===== src/rtl/obi_apb_arbiter_if.sv =====
// -----------------------------------------------------------------------------
// obi_apb_arbiter_if
// Purpose : bundles the two OBI requester ports and the single OBI manager port
//           (toward the OBI-to-APB bridge) of obi_apb_arbiter.
// Signals : s_req_i/s_addr_i/s_we_i/s_be_i/s_wdata_i  per-requester address phase
//           s_gnt_o/s_rvalid_o/s_err_o/s_rdata_o        per-requester grant/response
//           m_req_o/m_addr_o/m_we_o/m_be_o/m_wdata_o    manager address phase
//           m_gnt_i/m_rvalid_i/m_err_i/m_rdata_i        bridge grant/response
// Modports: slave  - arbiter view (requests and bridge response in, grants out)
//           master - environment view (drives requesters and bridge)
// Index 0 is the core data port, index 1 the debug/DMA port.
// -----------------------------------------------------------------------------
interface obi_apb_arbiter_if #(
  parameter int unsigned ADDR_W = 32,
  parameter int unsigned DATA_W = 32
);
  localparam int unsigned BE_W = DATA_W / 8;

  logic [1:0]             s_req_i;
  logic [1:0][ADDR_W-1:0] s_addr_i;
  logic [1:0]             s_we_i;
  logic [1:0][BE_W-1:0]   s_be_i;
  logic [1:0][DATA_W-1:0] s_wdata_i;
  logic [1:0]             s_gnt_o;
  logic [1:0]             s_rvalid_o;
  logic [1:0]             s_err_o;
  logic [1:0][DATA_W-1:0] s_rdata_o;

  logic                   m_req_o;
  logic [ADDR_W-1:0]      m_addr_o;
  logic                   m_we_o;
  logic [BE_W-1:0]        m_be_o;
  logic [DATA_W-1:0]      m_wdata_o;
  logic                   m_gnt_i;
  logic                   m_rvalid_i;
  logic                   m_err_i;
  logic [DATA_W-1:0]      m_rdata_i;

  modport slave (
    input  s_req_i, s_addr_i, s_we_i, s_be_i, s_wdata_i,
    output s_gnt_o, s_rvalid_o, s_err_o, s_rdata_o,
    output m_req_o, m_addr_o, m_we_o, m_be_o, m_wdata_o,
    input  m_gnt_i, m_rvalid_i, m_err_i, m_rdata_i
  );

  modport master (
    output s_req_i, s_addr_i, s_we_i, s_be_i, s_wdata_i,
    input  s_gnt_o, s_rvalid_o, s_err_o, s_rdata_o,
    input  m_req_o, m_addr_o, m_we_o, m_be_o, m_wdata_o,
    output m_gnt_i, m_rvalid_i, m_err_i, m_rdata_i
  );
endinterface


===== src/rtl/obi_apb_arbiter.sv =====
// -----------------------------------------------------------------------------
// obi_apb_arbiter
// Purpose : arbitrates two OBI requesters onto one OBI manager port feeding an
//           OBI-to-APB bridge, with at most one transaction outstanding.
//           FSM: IDLE (arbitrate) -> ADDR (address phase) -> RESP (wait rvalid).
// Ports   : clk_i  - clock, rising edge
//           rst_i  - synchronous, active-high reset
//           bus    - obi_apb_arbiter_if.slave (requester and manager signals)
//           owner_o- current or most recent owner index (debug)
// Config  : OBI_APB_ARBITER_RR_EN defined   -> round-robin on ties
//           OBI_APB_ARBITER_RR_EN undefined -> fixed priority, port 0 wins ties
// -----------------------------------------------------------------------------
module obi_apb_arbiter #(
  parameter int unsigned ADDR_W = 32,
  parameter int unsigned DATA_W = 32
) (
  input  logic                  clk_i,
  input  logic                  rst_i,
  obi_apb_arbiter_if.slave      bus,
  output logic                  owner_o
);
  localparam int unsigned BE_W = DATA_W / 8;

  typedef enum logic [1:0] {
    IDLE = 2'd0,
    ADDR = 2'd1,
    RESP = 2'd2
  } state_e;

  state_e            state_q, state_d;
  logic              owner_q, owner_d;
  logic              last_q,  last_d;
  logic              winner_s;
  logic [1:0]        owner_oh_s;
  logic              m_req_s;
  logic [1:0]        gnt_s, rvalid_s, err_s;
  logic [ADDR_W-1:0] addr_mux_s;
  logic [BE_W-1:0]   be_mux_s;
  logic [DATA_W-1:0] wdata_mux_s;

  assign owner_oh_s = owner_q ? 2'b10 : 2'b01;

  // Tie-break between the two requesters, evaluated only in IDLE.
`ifdef OBI_APB_ARBITER_RR_EN
  assign winner_s = (bus.s_req_i == 2'b11) ? ~last_q : bus.s_req_i[1];
`else
  assign winner_s = ~bus.s_req_i[0];
  logic last_unused_s;
  assign last_unused_s = last_q;
`endif

  // State, owner and round-robin history registers.
  always_ff @(posedge clk_i) begin
    if (rst_i) begin
      state_q <= IDLE;
      owner_q <= 1'b0;
      last_q  <= 1'b1;
    end else begin
      state_q <= state_d;
      owner_q <= owner_d;
      last_q  <= last_d;
    end
  end

  // Next-state logic and per-requester handshake routing.
  always_comb begin
    state_d  = state_q;
    owner_d  = owner_q;
    last_d   = last_q;
    m_req_s  = 1'b0;
    gnt_s    = 2'b00;
    rvalid_s = 2'b00;
    err_s    = 2'b00;
    case (state_q)
      IDLE: begin
        // m_rvalid_i is deliberately ignored here: nothing is outstanding.
        if (|bus.s_req_i) begin
          owner_d = winner_s;
          state_d = ADDR;
        end else begin
          state_d = IDLE;
        end
      end
      ADDR: begin
        if (!bus.s_req_i[owner_q]) begin
          // Owner withdrew its request before the grant: abandon it.
          state_d = IDLE;
        end else begin
          m_req_s = 1'b1;
          gnt_s   = owner_oh_s & {2{bus.m_gnt_i}};
          if (bus.m_gnt_i) begin
`ifdef OBI_APB_ARBITER_RR_EN
            last_d = owner_q;
`endif
            if (bus.m_rvalid_i) begin
              // Grant and response in the same cycle.
              rvalid_s = owner_oh_s;
              err_s    = owner_oh_s & {2{bus.m_err_i}};
              state_d  = IDLE;
            end else begin
              state_d = RESP;
            end
          end else begin
            state_d = ADDR;
          end
        end
      end
      RESP: begin
        if (bus.m_rvalid_i) begin
          rvalid_s = owner_oh_s;
          err_s    = owner_oh_s & {2{bus.m_err_i}};
          state_d  = IDLE;
        end else begin
          state_d = RESP;
        end
      end
      default: begin
        state_d = IDLE;
      end
    endcase
  end

  // Address-phase payload always follows the owner; only m_req_o qualifies it.
  assign addr_mux_s  = bus.s_addr_i[owner_q];
  assign be_mux_s    = bus.s_be_i[owner_q];
  assign wdata_mux_s = bus.s_wdata_i[owner_q];

  assign bus.m_addr_o  = addr_mux_s;
  assign bus.m_we_o    = bus.s_we_i[owner_q];
  assign bus.m_be_o    = be_mux_s;
  assign bus.m_wdata_o = wdata_mux_s;

  // Handshake outputs are forced low while reset is held, whatever the state.
  assign bus.m_req_o    = m_req_s & ~rst_i;
  assign bus.s_gnt_o    = gnt_s & {2{~rst_i}};
  assign bus.s_rvalid_o = rvalid_s & {2{~rst_i}};
  assign bus.s_err_o    = err_s & {2{~rst_i}};
  assign bus.s_rdata_o  = {2{bus.m_rdata_i}};
  assign owner_o        = owner_q & ~rst_i;

endmodule


===== src/flat_wrapper.sv =====
// flat-port wrapper written by rule: the top's interface ports become plain ports
module obi_apb_arbiter_flat 
#(
  parameter int unsigned ADDR_W = 32,
  parameter int unsigned DATA_W = 32
)
  (clk_i, rst_i, owner_o, bus_s_req_i, bus_s_addr_i, bus_s_we_i, bus_s_be_i, bus_s_wdata_i, bus_s_gnt_o, bus_s_rvalid_o, bus_s_err_o, bus_s_rdata_o, bus_m_req_o, bus_m_addr_o, bus_m_we_o, bus_m_be_o, bus_m_wdata_o, bus_m_gnt_i, bus_m_rvalid_i, bus_m_err_i, bus_m_rdata_i);
  obi_apb_arbiter_if #(.ADDR_W(ADDR_W), .DATA_W(DATA_W)) bus_i ();
  input  logic clk_i;
  input  logic rst_i;
  output logic owner_o;
  input wire logic [$bits(bus_i.s_req_i)-1:0] bus_s_req_i;
  input wire logic [$bits(bus_i.s_addr_i)-1:0] bus_s_addr_i;
  input wire logic [$bits(bus_i.s_we_i)-1:0] bus_s_we_i;
  input wire logic [$bits(bus_i.s_be_i)-1:0] bus_s_be_i;
  input wire logic [$bits(bus_i.s_wdata_i)-1:0] bus_s_wdata_i;
  output wire logic [$bits(bus_i.s_gnt_o)-1:0] bus_s_gnt_o;
  output wire logic [$bits(bus_i.s_rvalid_o)-1:0] bus_s_rvalid_o;
  output wire logic [$bits(bus_i.s_err_o)-1:0] bus_s_err_o;
  output wire logic [$bits(bus_i.s_rdata_o)-1:0] bus_s_rdata_o;
  output wire logic [$bits(bus_i.m_req_o)-1:0] bus_m_req_o;
  output wire logic [$bits(bus_i.m_addr_o)-1:0] bus_m_addr_o;
  output wire logic [$bits(bus_i.m_we_o)-1:0] bus_m_we_o;
  output wire logic [$bits(bus_i.m_be_o)-1:0] bus_m_be_o;
  output wire logic [$bits(bus_i.m_wdata_o)-1:0] bus_m_wdata_o;
  input wire logic [$bits(bus_i.m_gnt_i)-1:0] bus_m_gnt_i;
  input wire logic [$bits(bus_i.m_rvalid_i)-1:0] bus_m_rvalid_i;
  input wire logic [$bits(bus_i.m_err_i)-1:0] bus_m_err_i;
  input wire logic [$bits(bus_i.m_rdata_i)-1:0] bus_m_rdata_i;
  assign bus_i.s_req_i = bus_s_req_i;
  assign bus_i.s_addr_i = bus_s_addr_i;
  assign bus_i.s_we_i = bus_s_we_i;
  assign bus_i.s_be_i = bus_s_be_i;
  assign bus_i.s_wdata_i = bus_s_wdata_i;
  assign bus_s_gnt_o = bus_i.s_gnt_o;
  assign bus_s_rvalid_o = bus_i.s_rvalid_o;
  assign bus_s_err_o = bus_i.s_err_o;
  assign bus_s_rdata_o = bus_i.s_rdata_o;
  assign bus_m_req_o = bus_i.m_req_o;
  assign bus_m_addr_o = bus_i.m_addr_o;
  assign bus_m_we_o = bus_i.m_we_o;
  assign bus_m_be_o = bus_i.m_be_o;
  assign bus_m_wdata_o = bus_i.m_wdata_o;
  assign bus_i.m_gnt_i = bus_m_gnt_i;
  assign bus_i.m_rvalid_i = bus_m_rvalid_i;
  assign bus_i.m_err_i = bus_m_err_i;
  assign bus_i.m_rdata_i = bus_m_rdata_i;
  obi_apb_arbiter #(.ADDR_W(ADDR_W), .DATA_W(DATA_W)) u_core (.clk_i(clk_i), .rst_i(rst_i), .bus(bus_i), .owner_o(owner_o));
endmodule

===== config.mk =====
export PLATFORM = sky130hd
export DESIGN_NAME = obi_apb_arbiter_flat
export DESIGN_NICKNAME = d
export VERILOG_FILES = /design/src/rtl/obi_apb_arbiter_if.sv /design/src/rtl/obi_apb_arbiter.sv /design/src/flat_wrapper.sv
export SDC_FILE = /design/constraint.sdc
export NUM_CORES = 1
export LEC_CHECK = 0
export CORE_AREA = 2 2 122 124
export DETAILED_ROUTE_END_ITERATION = 8
export DIE_AREA = 0 0 124 126
export PLACE_DENSITY = 0.62
export SLEW_MARGIN = 20
export SYNTH_ARGS = -nofsm -noshare
export SYNTH_HDL_FRONTEND = slang
export SYNTH_SLANG_ARGS = --single-unit

===== constraint.sdc =====
create_clock -name clk_i -period 1.6 [get_ports clk_i]
set_input_delay 0.32 -clock clk_i [delete_from_list [all_inputs] [get_ports clk_i]]
set_output_delay 0.32 -clock clk_i [all_outputs]
set_load 0.01 [all_outputs]

==> impl_metrics.py <==
metrics = {
    "run_status": {
        "status": "finished with violations",
        "violations": "setup timing",
    },
    "timing": {
        "fin_crit_ns": 1.84,
        "fmax_mhz": 542,
        "drv_slew": 0,
        "rsz0062_at_grt": "yes",
        "finalCritPeriodShare": 1.15,
        "setup_slack_ns": -0.244,
        "max_slew_margin": 0.827,
        "finClkSkew_ns": 0.00138,
        "hold_viol": 0,
        "tightest_slew_ns": 0.259,
        "finalSetupViolCount": 75,
    },
    "synth": {
        "synth_ff_type": "dfxtp_1",
        "synthTopCellsByArea": "mux2_2 (44%), buf_4 (29%), buf_6 (4.8%)",
        "synth_seq_cells": 3,
        "synth_commonest_cells": "mux2_2 (65), buf_4 (64), buf_6 (7)",
        "synth_fp_nets": 358,
        "yosysSeqAreaShare": 0.0362,
        "yosys.cell_count.top_type": "mux2_2",
        "synth-edff-count": 0,
        "yosysUniqueCellTypes": 22,
        "yosysWarnings": 0,
        "syn_area_per_cell_um2": 9.37,
        "synthesis.area_mm2": 0.00166,
        "synthArstFlopShare": 0,
        "synth_top_area_share": 0.442,
        "synthCells": 177,
        "synth_top_area_cell": "mux2_2",
    },
    "setup_path": {
        "slowest_stage": "dfxtp_4",
        "cp.arrival_ns": 1.52,
        "crit_top_cell": "buf_6",
        "crit_required_ns": 1.28,
        "setup.worst_path.class": "flop to primary output",
        "crit_fanout": 5,
        "cp-end-kind": "primary output",
        "reg2regPathDepth": 7,
        "critPathLaunchType": "flop",
        "max_stage_delay_ns": 0.35,
        "r2r_start": "u_core.owner_q",
        "crit_chain": "buf_4 -> buf_6 -> buf_12 -> buf_16 -> mux2_4 -> buf_6",
        "reg2reg_slack_ns": 0.15,
        "r2r-end": "u_core.state_q[1]",
    },
    "pwr": {
        "leakage_nw": 1.98,
        "irDropWorstVdd_mv": 0.346,
        "power_switching_w": 0.000549,
        "p_seq_frac": 0.045,
        "powerDensity_mw_per_mm2": 434,
        "p_int_w": 0.00142,
        "p_clk_frac": 0.201,
        "comb_power_share": 0.754,
        "switching_share": 0.279,
    },
    "place": {
        "post-place-ws_ns": -0.640,
        "portBuffers": 221,
        "place_inst": 516,
        "gp_congestion": 0.744,
        "dpl-instance-area_mm2": 0.00362,
        "place_hpwl_um": 6570,
    },
    "worst_hold_path": {
        "holdCritStartpoint": "bus_s_req_i[0]",
        "hold_end": "u_core.owner_q",
        "min_path_cells": 3,
        "hp-class": "primary input to flop",
    },
    "cells_and_area": {
        "multiInputGateArea_mm2": 0.00127,
        "layout-drive-gt1-share": 0.553,
        "final_nets": 553,
        "diodes": 0,
        "synthToLayoutAreaGrowth_pct": 174,
        "final_util": 0.317,
        "layout.area.seq_um2": 65.1,
        "final_area_mm2": 0.00454,
        "stdcell_count": 555,
        "final.fill_count": 1477,
    },
    "drt": {
        "vias": 2021,
        "drt-initial-drc-count": 35,
        "routed_via_density": 3.64,
        "drt-total-wl_um": 9920,
        "firstDrtPassIters": 4,
        "wire_per_inst_um": 17.9,
        "ant_nets": 0,
        "drc": 0,
    },
    "global_route": {
        "grt-ovfl-total": 0,
        "antenna_found_initial": 0,
        "grt_pass1_wl_um": 12900,
        "grt_usage": 0.111,
        "first_global_vias": 2295,
        "grt_max_degree": 21,
    },
    "floorplanning": {
        "core_area_mm2": 0.0143,
        "die_area_mm2": 0.0156,
        "die_w_um": 124,
        "start_util": 0.116,
        "ios": 318,
        "dieHeight_um": 126,
        "row_count": 44,
    },
    "cts": {
        "clk_path_buf_depth": 2,
        "htreeDepth": 1,
        "tritoncts": "done",
        "cts_root_buf": "clkbuf_16",
        "hold_buffers": 0,
        "cts_buffers": 3,
        "worstSkewPairLatency_ns": 0.22,
        "path_clk_slew_ns": 0.03,
        "cts_sinks": 3,
    },
    "job": {
        "maxCapViolCount": 0,
    },
}
[logic make-up after synthesis]
family | synth area share
simple gates | 0.0672
flops | 0.0362
buf+inv | 0.352
compound gates | 0.0272
fa+ha+maj | 0.0302
mux | 0.487
[routing by layer]
layer / track usage / wire [um]
met5: 0 / 0
met4: 0.0350 / 199
met3: 0.0208 / 740
met2: 0.212 / 5210
met1: 0.122 / 3780
[critical path: cells and delay by family (launching register included)]
family	cells	cell delay, ns
buf+inv	5	0.64
flops	1	0.35
mux	1	0.30
[through the flow]
stage          setup TNS [ns]  power, W  hold slack [ns]
2_1_floorplan               0  0.000642            0.397
3_3_place_gp           -17.76   0.00118            0.623
3_5_place_dp           -18.20   0.00119            0.633
4_1_cts                -11.13   0.00185            0.640
5_1_grt                -13.12   0.00207            0.482
6_report               -10.60   0.00197            0.485
[power by group through the flow]
stage	registers (W)	logic (W)	clock network, W
after floorplan	0.0000837	0.000558	0
after global placement	0.0000872	0.00109	0
after detailed placement	0.0000875	0.00110	0
after CTS	0.0000869	0.00136	0.000400
after global routing	0.0000886	0.00156	0.000415
final	0.0000878	0.00149	0.000397
[placed cells by master, fill, tap and decap left out, types with 2 or more instances in the layout]
cell type / netlist / final
a21oi_1: 2 / 2
clkdlybuf4s15_2: 0 / 7
nand2_1: 3 / 3
ha_1: 4 / 3
clkdlybuf4s50_1: 0 / 140
inv_1: 3 / 2
clkbuf_16: 0 / 7
buf_2: 2 / 15
nand2b_1: 3 / 2
dlygate4sd2_1: 0 / 2
dlymetal6s2s_1: 0 / 2
mux2_4: 5 / 57
buf_6: 7 / 66
buf_12: 0 / 8
buf_16: 0 / 6
nor3_4: 0 / 3
buf_4: 64 / 13
nor4_1: 2 / 2
mux2_2: 65 / 13
[how the worst max path moves through the flow]
stage	from	endpoint	slack, ns
6_report	u_core.owner_q	bus_m_addr_o[27]	-0.24
3_3_place_gp	bus_s_req_i[0]	bus_s_rvalid_o[1]	-0.61
5_1_grt	u_core.owner_q	bus_s_err_o[0]	-0.28
2_1_floorplan	u_core.owner_q	bus_m_wdata_o[24]	0.23
4_1_cts	u_core.owner_q	bus_s_err_o[0]	-0.32
3_5_place_dp	bus_s_req_i[0]	bus_s_err_o[0]	-0.64
[area by class of cell]
cell class | instances | share of cell area
tap | 184 | 0.0508
timing repair buffer | 264 | 0.635
multi-input combinational | 97 | 0.280
inverter | 3 | 0.00248
sequential | 3 | 0.0143
clock buffer | 4 | 0.0174
[state kept, by name, summed over array words and instances (netlist names)]
name / count
u_core.state_q: 2
u_core.owner_q: 1
[repair_timing]
item | 4_1_cts | 5_1_grt
setup buffers | 13 | 14
pin swaps | 5 | 2
endpoints found under the setup margin | 77 | 77
resized for setup | 395 | 62
cloned | 8 | 4
Note: power is estimated with default switching activity, not from simulation.
